$ cat config.mk
export PLATFORM = sky130hd
export DESIGN_NAME = x_scope_dump_flat
export DESIGN_NICKNAME = d
export VERILOG_FILES = /design/src/rtl/x_scope_dump_if.sv /design/src/rtl/x_scope_dump.sv /design/src/flat_wrapper.sv
export SDC_FILE = /design/constraint.sdc
export NUM_CORES = 1
export LEC_CHECK = 0
export ABC_AREA = 1
export CAP_MARGIN = 20
export CORE_MARGIN = 5
export CORE_UTILIZATION = 50
export CTS_BUF_LIST = sky130_fd_sc_hd__clkbuf_4 sky130_fd_sc_hd__clkbuf_8
export DETAILED_ROUTE_END_ITERATION = 16
export GPL_TIMING_DRIVEN = 0
export PLACE_DENSITY_LB_ADDON = 0.15
export SLEW_MARGIN = 20
export SYNTH_ARGS = -nofsm -noshare
export SYNTH_HDL_FRONTEND = slang
export SYNTH_SLANG_ARGS = --single-unit
$ cat constraint.sdc
create_clock -name i_clk -period 1.85 [get_ports i_clk]
set_input_delay 0.2775 -clock i_clk [delete_from_list [all_inputs] [get_ports i_clk]]
set_output_delay 0.2775 -clock i_clk [all_outputs]
set_load 0.02 [all_outputs]
$ cat src/rtl/x_scope_dump_if.sv
// Signal bundle between the scope-dump sequencer and its neighbours: run control,
// micro-scope capture/read port and UART TX byte port.
interface x_scope_dump_if #(
    parameter int AW = 11
);
    logic          i_go;
    logic          i_abort;
    logic          o_busy;
    logic          o_done;
    logic          o_scope_start;
    logic          i_scope_busy;
    logic          o_scope_ren;
    logic [AW-1:0] o_scope_raddr;
    logic [31:0]   i_scope_rdata;
    logic [7:0]    o_tx_data;
    logic          o_tx_valid;
    logic          i_tx_accept;

    // master: the environment (host control, scope, UART); slave: the sequencer
    modport master (
        output i_go, i_abort, i_scope_busy, i_scope_rdata, i_tx_accept,
        input  o_busy, o_done, o_scope_start, o_scope_ren, o_scope_raddr,
               o_tx_data, o_tx_valid
    );

    modport slave (
        input  i_go, i_abort, i_scope_busy, i_scope_rdata, i_tx_accept,
        output o_busy, o_done, o_scope_start, o_scope_ren, o_scope_raddr,
               o_tx_data, o_tx_valid
    );
endinterface

$ cat src/rtl/x_scope_dump.sv
// Micro-scope readback sequencer: triggers a capture, then streams words 0..DEPTH-1 to the UART TX, LSB first.
// Define X_SCOPE_DUMP_HDR_EN to prefix each dump with the header bytes 0xA5, DEPTH[7:0], DEPTH[15:8].
//
// state   | meaning
// IDLE    | waiting for go
// START   | scope start pulse
// WAIT_HI | waiting for scope busy to rise; timeout treats capture as done
// WAIT_LO | waiting for scope capture to finish
// HDR     | header bytes (header build only)
// READ    | read-enable pulse for the current address
// LAT     | waiting out read latency, then capture the word
// SEND    | four bytes of the captured word to the UART
module x_scope_dump #(
    parameter int DEPTH   = 2048,
    parameter int AW      = 11,
    parameter int RD_LAT  = 1,
    parameter int BUSY_TO = 15
) (
    input logic           i_clk,
    input logic           i_rst,
    x_scope_dump_if.slave bus
);
    localparam int TMAX = (BUSY_TO > RD_LAT) ? BUSY_TO : RD_LAT;
    localparam int TW   = (TMAX > 1) ? $clog2(TMAX) : 1;
    localparam logic [AW-1:0] LAST_ADDR = AW'(DEPTH - 1);
`ifdef X_SCOPE_DUMP_HDR_EN
    localparam logic [15:0] DEPTH_W = 16'(DEPTH);
`endif

    typedef enum logic [2:0] {
        S_IDLE,
        S_START,
        S_WAIT_HI,
        S_WAIT_LO,
`ifdef X_SCOPE_DUMP_HDR_EN
        S_HDR,
`endif
        S_READ,
        S_LAT,
        S_SEND
    } state_t;

    state_t        state;
    logic [AW-1:0] addr;
    logic [1:0]    idx;
    logic [TW-1:0] tmr;
    logic [31:0]   word_buf;
    logic          abort_pend;
    logic          done_r;
    logic          start_r;
    logic          ren_r;
    logic          valid_r;
    logic [7:0]    data_r;
    logic [1:0]    idx_nxt;
    logic          take;
    logic          capture_done;

    assign idx_nxt      = idx + 2'd1;
    assign take         = valid_r & bus.i_tx_accept;
    assign capture_done = !bus.i_scope_busy && ((state == S_WAIT_LO) || (tmr == '0));

    always_ff @(posedge i_clk or negedge i_rst) begin
        if (!i_rst) begin
            state      <= S_IDLE;
            addr       <= '0;
            idx        <= 2'd0;
            tmr        <= '0;
            word_buf   <= 32'd0;
            abort_pend <= 1'b0;
            done_r     <= 1'b0;
            start_r    <= 1'b0;
            ren_r      <= 1'b0;
            valid_r    <= 1'b0;
            data_r     <= 8'd0;
        end else begin
            done_r  <= 1'b0;
            start_r <= 1'b0;
            ren_r   <= 1'b0;
            case (state)
                S_IDLE: begin
                    // abort is not looked at here, so go wins over a simultaneous abort
                    if (bus.i_go) begin
                        state      <= S_START;
                        start_r    <= 1'b1;
                        addr       <= '0;
                        idx        <= 2'd0;
                        abort_pend <= 1'b0;
                    end
                end
                S_START: begin
                    if (bus.i_abort) begin
                        state <= S_IDLE;
                    end else begin
                        state <= S_WAIT_HI;
                        tmr   <= TW'(BUSY_TO - 1);
                    end
                end
                S_WAIT_HI, S_WAIT_LO: begin
                    if (bus.i_abort) begin
                        state <= S_IDLE;
                    end else if (capture_done) begin
`ifdef X_SCOPE_DUMP_HDR_EN
                        state   <= S_HDR;
                        data_r  <= 8'hA5;
                        valid_r <= 1'b1;
                        idx     <= 2'd0;
`else
                        state <= S_READ;
                        ren_r <= 1'b1;
`endif
                    end else if (state == S_WAIT_HI) begin
                        if (bus.i_scope_busy) state <= S_WAIT_LO;
                        else                  tmr   <= tmr - 1'b1;
                    end
                end
`ifdef X_SCOPE_DUMP_HDR_EN
                S_HDR: begin
                    if (take) begin
                        if (abort_pend || bus.i_abort) begin
                            state   <= S_IDLE;
                            valid_r <= 1'b0;
                        end else if (idx == 2'd2) begin
                            state   <= S_READ;
                            valid_r <= 1'b0;
                            ren_r   <= 1'b1;
                            idx     <= 2'd0;
                        end else begin
                            idx    <= idx_nxt;
                            data_r <= (idx == 2'd0) ? DEPTH_W[7:0] : DEPTH_W[15:8];
                        end
                    end else if (bus.i_abort) begin
                        abort_pend <= 1'b1;
                    end
                end
`endif
                S_READ: begin
                    if (bus.i_abort) begin
                        state <= S_IDLE;
                    end else begin
                        state <= S_LAT;
                        tmr   <= TW'(RD_LAT - 1);
                    end
                end
                S_LAT: begin
                    if (bus.i_abort) begin
                        state <= S_IDLE;
                    end else if (tmr == '0) begin
                        state    <= S_SEND;
                        word_buf <= bus.i_scope_rdata;
                        data_r   <= bus.i_scope_rdata[7:0];
                        valid_r  <= 1'b1;
                        idx      <= 2'd0;
                    end else begin
                        tmr <= tmr - 1'b1;
                    end
                end
                S_SEND: begin
                    // an abort seen while a byte is pending takes effect once that byte is accepted
                    if (take) begin
                        if (abort_pend || bus.i_abort) begin
                            state   <= S_IDLE;
                            valid_r <= 1'b0;
                        end else if (idx == 2'd3) begin
                            valid_r <= 1'b0;
                            if (addr == LAST_ADDR) begin
                                state  <= S_IDLE;
                                done_r <= 1'b1;
                            end else begin
                                state <= S_READ;
                                addr  <= addr + 1'b1;
                                ren_r <= 1'b1;
                            end
                        end else begin
                            idx    <= idx_nxt;
                            data_r <= word_buf[{idx_nxt, 3'b000} +: 8];
                        end
                    end else if (bus.i_abort) begin
                        abort_pend <= 1'b1;
                    end
                end
                default: state <= S_IDLE;
            endcase
        end
    end

    assign bus.o_busy        = (state != S_IDLE);
    assign bus.o_done        = done_r;
    assign bus.o_scope_start = start_r;
    assign bus.o_scope_ren   = ren_r;
    assign bus.o_scope_raddr = addr;
    assign bus.o_tx_data     = data_r;
    assign bus.o_tx_valid    = valid_r;
endmodule
$ cat src/flat_wrapper.sv
// flat-port wrapper written by rule: the top's interface ports become plain ports
module x_scope_dump_flat 
#(
    parameter int DEPTH   = 2048,
    parameter int AW      = 11,
    parameter int RD_LAT  = 1,
    parameter int BUSY_TO = 15
)
  (i_clk, i_rst, bus_i_go, bus_i_abort, bus_i_scope_busy, bus_i_scope_rdata, bus_i_tx_accept, bus_o_busy, bus_o_done, bus_o_scope_start, bus_o_scope_ren, bus_o_scope_raddr, bus_o_tx_data, bus_o_tx_valid);
  x_scope_dump_if #(.AW(AW)) bus_i ();
  input logic i_clk;
  input logic i_rst;
  input wire logic [$bits(bus_i.i_go)-1:0] bus_i_go;
  input wire logic [$bits(bus_i.i_abort)-1:0] bus_i_abort;
  input wire logic [$bits(bus_i.i_scope_busy)-1:0] bus_i_scope_busy;
  input wire logic [$bits(bus_i.i_scope_rdata)-1:0] bus_i_scope_rdata;
  input wire logic [$bits(bus_i.i_tx_accept)-1:0] bus_i_tx_accept;
  output wire logic [$bits(bus_i.o_busy)-1:0] bus_o_busy;
  output wire logic [$bits(bus_i.o_done)-1:0] bus_o_done;
  output wire logic [$bits(bus_i.o_scope_start)-1:0] bus_o_scope_start;
  output wire logic [$bits(bus_i.o_scope_ren)-1:0] bus_o_scope_ren;
  output wire logic [$bits(bus_i.o_scope_raddr)-1:0] bus_o_scope_raddr;
  output wire logic [$bits(bus_i.o_tx_data)-1:0] bus_o_tx_data;
  output wire logic [$bits(bus_i.o_tx_valid)-1:0] bus_o_tx_valid;
  assign bus_i.i_go = bus_i_go;
  assign bus_i.i_abort = bus_i_abort;
  assign bus_i.i_scope_busy = bus_i_scope_busy;
  assign bus_i.i_scope_rdata = bus_i_scope_rdata;
  assign bus_i.i_tx_accept = bus_i_tx_accept;
  assign bus_o_busy = bus_i.o_busy;
  assign bus_o_done = bus_i.o_done;
  assign bus_o_scope_start = bus_i.o_scope_start;
  assign bus_o_scope_ren = bus_i.o_scope_ren;
  assign bus_o_scope_raddr = bus_i.o_scope_raddr;
  assign bus_o_tx_data = bus_i.o_tx_data;
  assign bus_o_tx_valid = bus_i.o_tx_valid;
  x_scope_dump #(.DEPTH(DEPTH), .AW(AW), .RD_LAT(RD_LAT), .BUSY_TO(BUSY_TO)) u_core (.i_clk(i_clk), .i_rst(i_rst), .bus(bus_i));
endmodule
==> qor.yml <==
hold_path_class: "input pin to async pin"
skew_ns: 0.0103
cts_sinks: 65
vias_per_cell: 5.02
dp_hpwl_um: 6070
synth.yosys.seq_area_share_pct: 44.7
portBuffers: 61
first_pass_iters: 4
p_leak_nw: 2.31
hold_viol: 0
die_y_um: 95.3
drt-total-wl_um: 8260
final_common_cell: "nand2_1"
drive_above_1_share_pct: 19.3
worstMarginPinSlew_ns: 0.456
grt_pass1_wl_um: 14000
ant_nets: 0
setup_viol: 0
synth_top_area_share_pct: 44.7
worst_ep_required_time_ns: 2.12
final_cells: 606
drv_cap: 0
synth_area_um2: 3640
cts_root_buf: "clkbuf_8"
critPathMaxFanout: 9
synth_top_area_cell: "dfrtp_1"
h-tree-depth: 3
clk_pin_slew_ns: 0.07
cts.path.max_buffers: 2
gr-usage-all-layers_pct: 19.8
ir_drop_uv: 350
rows: 31
grt_pass1_vias: 2991
cts_tree: "built"
avgSynthCellArea_um2: 8.58
grt_max_degree: 53
start_kind: "register"
via_count: 3045
crit_type: "register to register"
antenna_found_initial: 0
layout_common_cells: "144 x nand2_1, 64 x dfrtp_1, 58 x clkdlybuf4s50_1"
synth_cell_types: 28
wl_per_cell_um: 13.6
fin_crit_ns: 1.73
finalHoldWorstSlack_ns: 0.332
power.density_nw_per_um2: 954
syn_nets: 465
nNetsFinal: 543
syn_inst: 424
slew_viol_final: 0
n_antenna_cell: 0
area_delta_synth_final_pct: 28.8
overflow: 0
final_core_util_pct: 65.3
netlist_top_cells_area: "dfrtp_1 45%, nand2_1 15%, mux2_4 12%"
r2r_setup_slack_ns: 0.12
yosys_warnings: 0
io-pin-count: 62
drt_iter0_drc: 148
maxSlewHeadroom_pct: 69.6
die_w_um: 95.3
core_um2: 7180
dp.cells: 585
numCtsBuffers: 9
status: "finished clean"
die_area_um2: 9090
synth-seq-cells: 65
max_freq_mhz: 576
clk_latency_ns: 0.34
cp.arrival_ns: 2.00
critPathCaptureType: "register"
drc: 0
fillers: 610
gp_congestion: 0.879
fin_crit_sh_pct: 93.8
initial_core_util_pct: 50.7
## power breakdown
group / switching [mW] / internal [mW]
Clock: 0.532 / 0.762
Combinational: 0.827 / 0.623
Sequential: 0.123 / 1.60
Total: 1.48 / 2.99
## final cells by class
cell class / count / area (um^2) / area share [%]
buffer: 12 / 98.8 / 2.11
tap: 99 / 124 / 2.64
timing repair buffer: 68 / 684 / 14.6
clock inverter: 2 / 35.0 / 0.747
sequential: 65 / 1630 / 34.7
clock buffer: 14 / 180 / 3.84
multi-input combinational: 315 / 1810 / 38.7
inverter: 31 / 124 / 2.64
## critical path: stages (launching register included)
cell	delay [ns]
dfrtp_1	0.39
ha_1	0.50
clkinv_2	0.23
nand3_1	0.14
nand2_1	0.06
nand2_1	0.05
o21ai_0	0.13
o21ai_2	0.17
## flip-flops by register name, indices dropped and copies added (netlist names), 2 cells and up
name and flops:
u_core.bus.o_scope_raddr 11, u_core.bus.o_tx_data 8, u_core.idx 2, u_core.state 3, u_core.tmr 4, u_core.word_buf 32
## layer usage
metal  share of wire (%)  GRT usage, %
met1                  45          24.4
met2                  49          33.8
met3                 4.8          4.10
met4                 1.7          7.81
met5                   0             0
## per-stage QoR
| stage | power, mW | setup slack [ns] | TNS [ns] | cell area [um^2] |
|---|---|---|---|---|
| global route | 4.75 | -0.000657 | -0.000657 | 4690 |
| detailed placement | 3.15 | -0.255 | -3.81 | 4400 |
| floorplan | 2.67 | 0.205 | 0 | 3640 |
| finish | 4.47 | 0.115 | 0 | 4690 |
| CTS | 4.44 | 0.0370 | 0 | 4620 |
| global placement | 3.10 | -1.69 | -113.41 | 4370 |
## synthesized netlist by cell type
master	count
dfrtp_1	65
o21ai_1	2
nor2_1	26
nand3_2	3
o31ai_1	1
xor2_1	2
nand2_2	4
o21ai_0	18
nor3b_1	1
nor2_2	6
buf_4	2
o21bai_1	7
buf_2	2
a21oi_1	2
nand4_1	6
ha_1	3
inv_2	5
nor3_1	3
mux2_4	29
inv_1	23
buf_6	5
nor2_4	1
clkinv_1	3
o21ai_2	9
nand3_1	45
clkbuf_1	4
nand2_1	144
mux2_2	3
## worst paths after layout
path | from | to | cells past startpoint
max in group asynchronous | i_rst | u_core.word_buf[5] | 3
min in group i_clk | bus_i_abort | u_core.state[1] | 4
min reg2reg | u_core.bus.o_tx_data[0] | u_core.bus.o_tx_data[0] | 2
min | i_rst | u_core.bus.o_scope_start | 2
max reg2reg | u_core.idx[0] | u_core.bus.o_tx_data[3] | 7
max | u_core.idx[0] | u_core.bus.o_tx_data[3] | 7
## logic make-up (layout without fill, tap and decap cells)
logic type,count (synthesis),after routing,share of synthesized area (%)
compound gates,39,39,6.84
mux,32,32,12.9
flops,65,65,44.7
xor+xnor,2,2,0.481
buf+inv,44,127,5.84
fa+ha+maj,3,3,1.03
simple gates,239,239,28.2
## timing repair
item | 4_1_cts | 5_1_grt
buffers inserted | 0 | 5
endpoints found under the setup margin | 9 | 18
hold buffers | 1 | 0
hold endpoints to repair | 13 | 0
gates resized for setup | 2 | 13
gates cloned | 0 | 0
pin swaps | 0 | 2
Note: power is estimated with default switching activity, not from simulation.
==> patch: new RTL, config.mk and constraints unchanged <==
`DEPTH` is set to 2048 in 2 places; all go to 1536.
--- a/src/rtl/x_scope_dump.sv
+++ b/src/rtl/x_scope_dump.sv
@@ -11,7 +11,7 @@
 // LAT     | waiting out read latency, then capture the word
 // SEND    | four bytes of the captured word to the UART
 module x_scope_dump #(
-    parameter int DEPTH   = 2048,
+    parameter int DEPTH   = 1536,
     parameter int AW      = 11,
     parameter int RD_LAT  = 1,
     parameter int BUSY_TO = 15
--- a/src/flat_wrapper.sv
+++ b/src/flat_wrapper.sv
@@ -1,7 +1,7 @@
 // flat-port wrapper written by rule: the top's interface ports become plain ports
 module x_scope_dump_flat 
 #(
-    parameter int DEPTH   = 2048,
+    parameter int DEPTH   = 1536,
     parameter int AW      = 11,
     parameter int RD_LAT  = 1,
     parameter int BUSY_TO = 15
Behaviour: no difference found for any inputs over 10 cycles, from zero or initial values and one cycle with i_rst low; that may be too few to reach the edited logic, so the function may still have changed.
==> patch against the original RTL <==
  * Final area grew 0.93%
  * Die area rose by 1.7%
  * Total power shrank 3.0%
  * Area after synthesis grew 1.9%
  * Hold slack gained 32 ps
  * Count of clock-buffer cells in the layout shrank 4
  * Critical path depth fell by 4
  * Wire length increased by 3.6%
  * Worst setup slack worse by 28 ps
  * Sequential cell count stayed put
  * Critical path type is now flop to primary output
==> patch: results (changes against the original RTL) <==
metric,value,unit,change
status,finished clean,,
gp_congestion,0.806,,-8.2%
drt-vias-per-instance,5.12,,+1.9%
ir_drop,410,uV,+17%
insertedDiodeCount,0,,unchanged
r2r_end,u_core.bus.o_scope_raddr[4]$_DFFE_PN0P_,,
reg2reg_slack,140,ps,+20 ps
wire_per_inst,13.8,um,+1.1%
dp.cells,596,,+1.9%
grt_max_degree,42,,-21%
synthCells,435,,+2.6%
grt_pass1_vias,3098,,+3.6%
detailed_place_hpwl,6180,um,+1.8%
end_kind,primary output,,
syn_nets,476,,+2.4%
crit_end,bus_o_busy,,
tightestPinTransition,449,ps,-6.24 ps
worstSetupStartpoint,u_core.state[0]$_DFFE_PN0P_,,
drt_iter0_drc,108,,-27%
num_vias,3179,,+4.4%
required,1570,ps,-550 ps
fin_nets,558,,+2.8%
hold-worst-slack,364,ps,+32.0 ps
crit_slowest_cell,dfrtp_1,,
crit_family,flip-flops,,
ys_seq_area_frac,0.439,,-0.00814
synth_area_leaders,"dfrtp_1 44%, nand2_1 15%, mux2_4 12%",,
top_register,u_core.word_buf,,
drive_gt1_frac,0.199,,+0.00594
synth_cell_type_count,31,,+11%
grt_pass1_wl,14000,um,+0.25%
skew,6.08,ps,-4.26 ps
cp_max_fo,6,,-3
dpl-instance-area,4460,um2,+1.4%
fmaxAchievable,0.567,GHz,-1.6%
r2r_start,u_core.bus.o_scope_raddr[0]$_DFFE_PN0P_,,
p_leak,2.36,nW,+1.9%
reg2reg_depth,9,,+2
post-place-ws,-249,ps,+5.76 ps
patch: changes by cell type in the layout (fill, tap and decap cells not counted), moves of 2 or more:
cell	before	now
inv_1	23	29
clkbuf_4	2	0
o21bai_1	7	5
nand2_1	144	153
ha_2	0	2
ha_1	3	1
nor2_1	25	28
nand3_1	45	42
clkbuf_8	12	10
buf_2	3	1
buf_4	7	12
nand3_4	0	2
nand4_1	6	4
clkinv_2	2	6
patch: layer usage:
metal	global-route usage	wire length [um]
met1	0.251	3790
met2	0.323	4020
met3	0.0493	507
met4	0.0841	243
met5	0	0
patch: power by group:
part	switching, W	internal, W
Clock	0.000571	0.000512
Combinational	0.000872	0.000645
Sequential	0.000128	0.00161
patch: area by class of cell:
type / instances / area [um2] / share of cell area
multi-input cells: 322 / 1860 / 0.394
clock buffers: 10 / 138 / 0.0291
plain buffers: 12 / 101 / 0.0214
well taps: 99 / 124 / 0.0262
inverters: 35 / 140 / 0.0296
flip-flops and latches: 65 / 1630 / 0.344
repair buffers: 72 / 704 / 0.149
clock inverters: 6 / 33.8 / 0.00714
patch: kinds of logic after synthesis:
group | after synthesis | synth area share
adder cells (fa/ha/maj) | 3 | 0.0101
buffers and inverters | 48 | 0.0631
AO/OA/AOI/OAI | 37 | 0.0631
multiplexers | 32 | 0.127
AND/OR/NAND/NOR | 247 | 0.291
flip-flops | 65 | 0.439
XOR/XNOR | 3 | 0.00709
patch: worst register-to-register path, cell delays in order (launching register included):
cell and delay, ps:
dfrtp_1 400, ha_1 190, nand2_1 100, nor2_4 180, nand3_1 200, nor2_2 190, nor2_4 50, buf_4 150
nand3_1 70, nand2_1 60
patch: timing repair:
action	4_1_cts	5_1_grt
buffers inserted	0	9
pin swaps	0	2
setup endpoints to repair	10	20
hold buffers	1	0
resized for setup	3	10
hold endpoints to repair	24	0
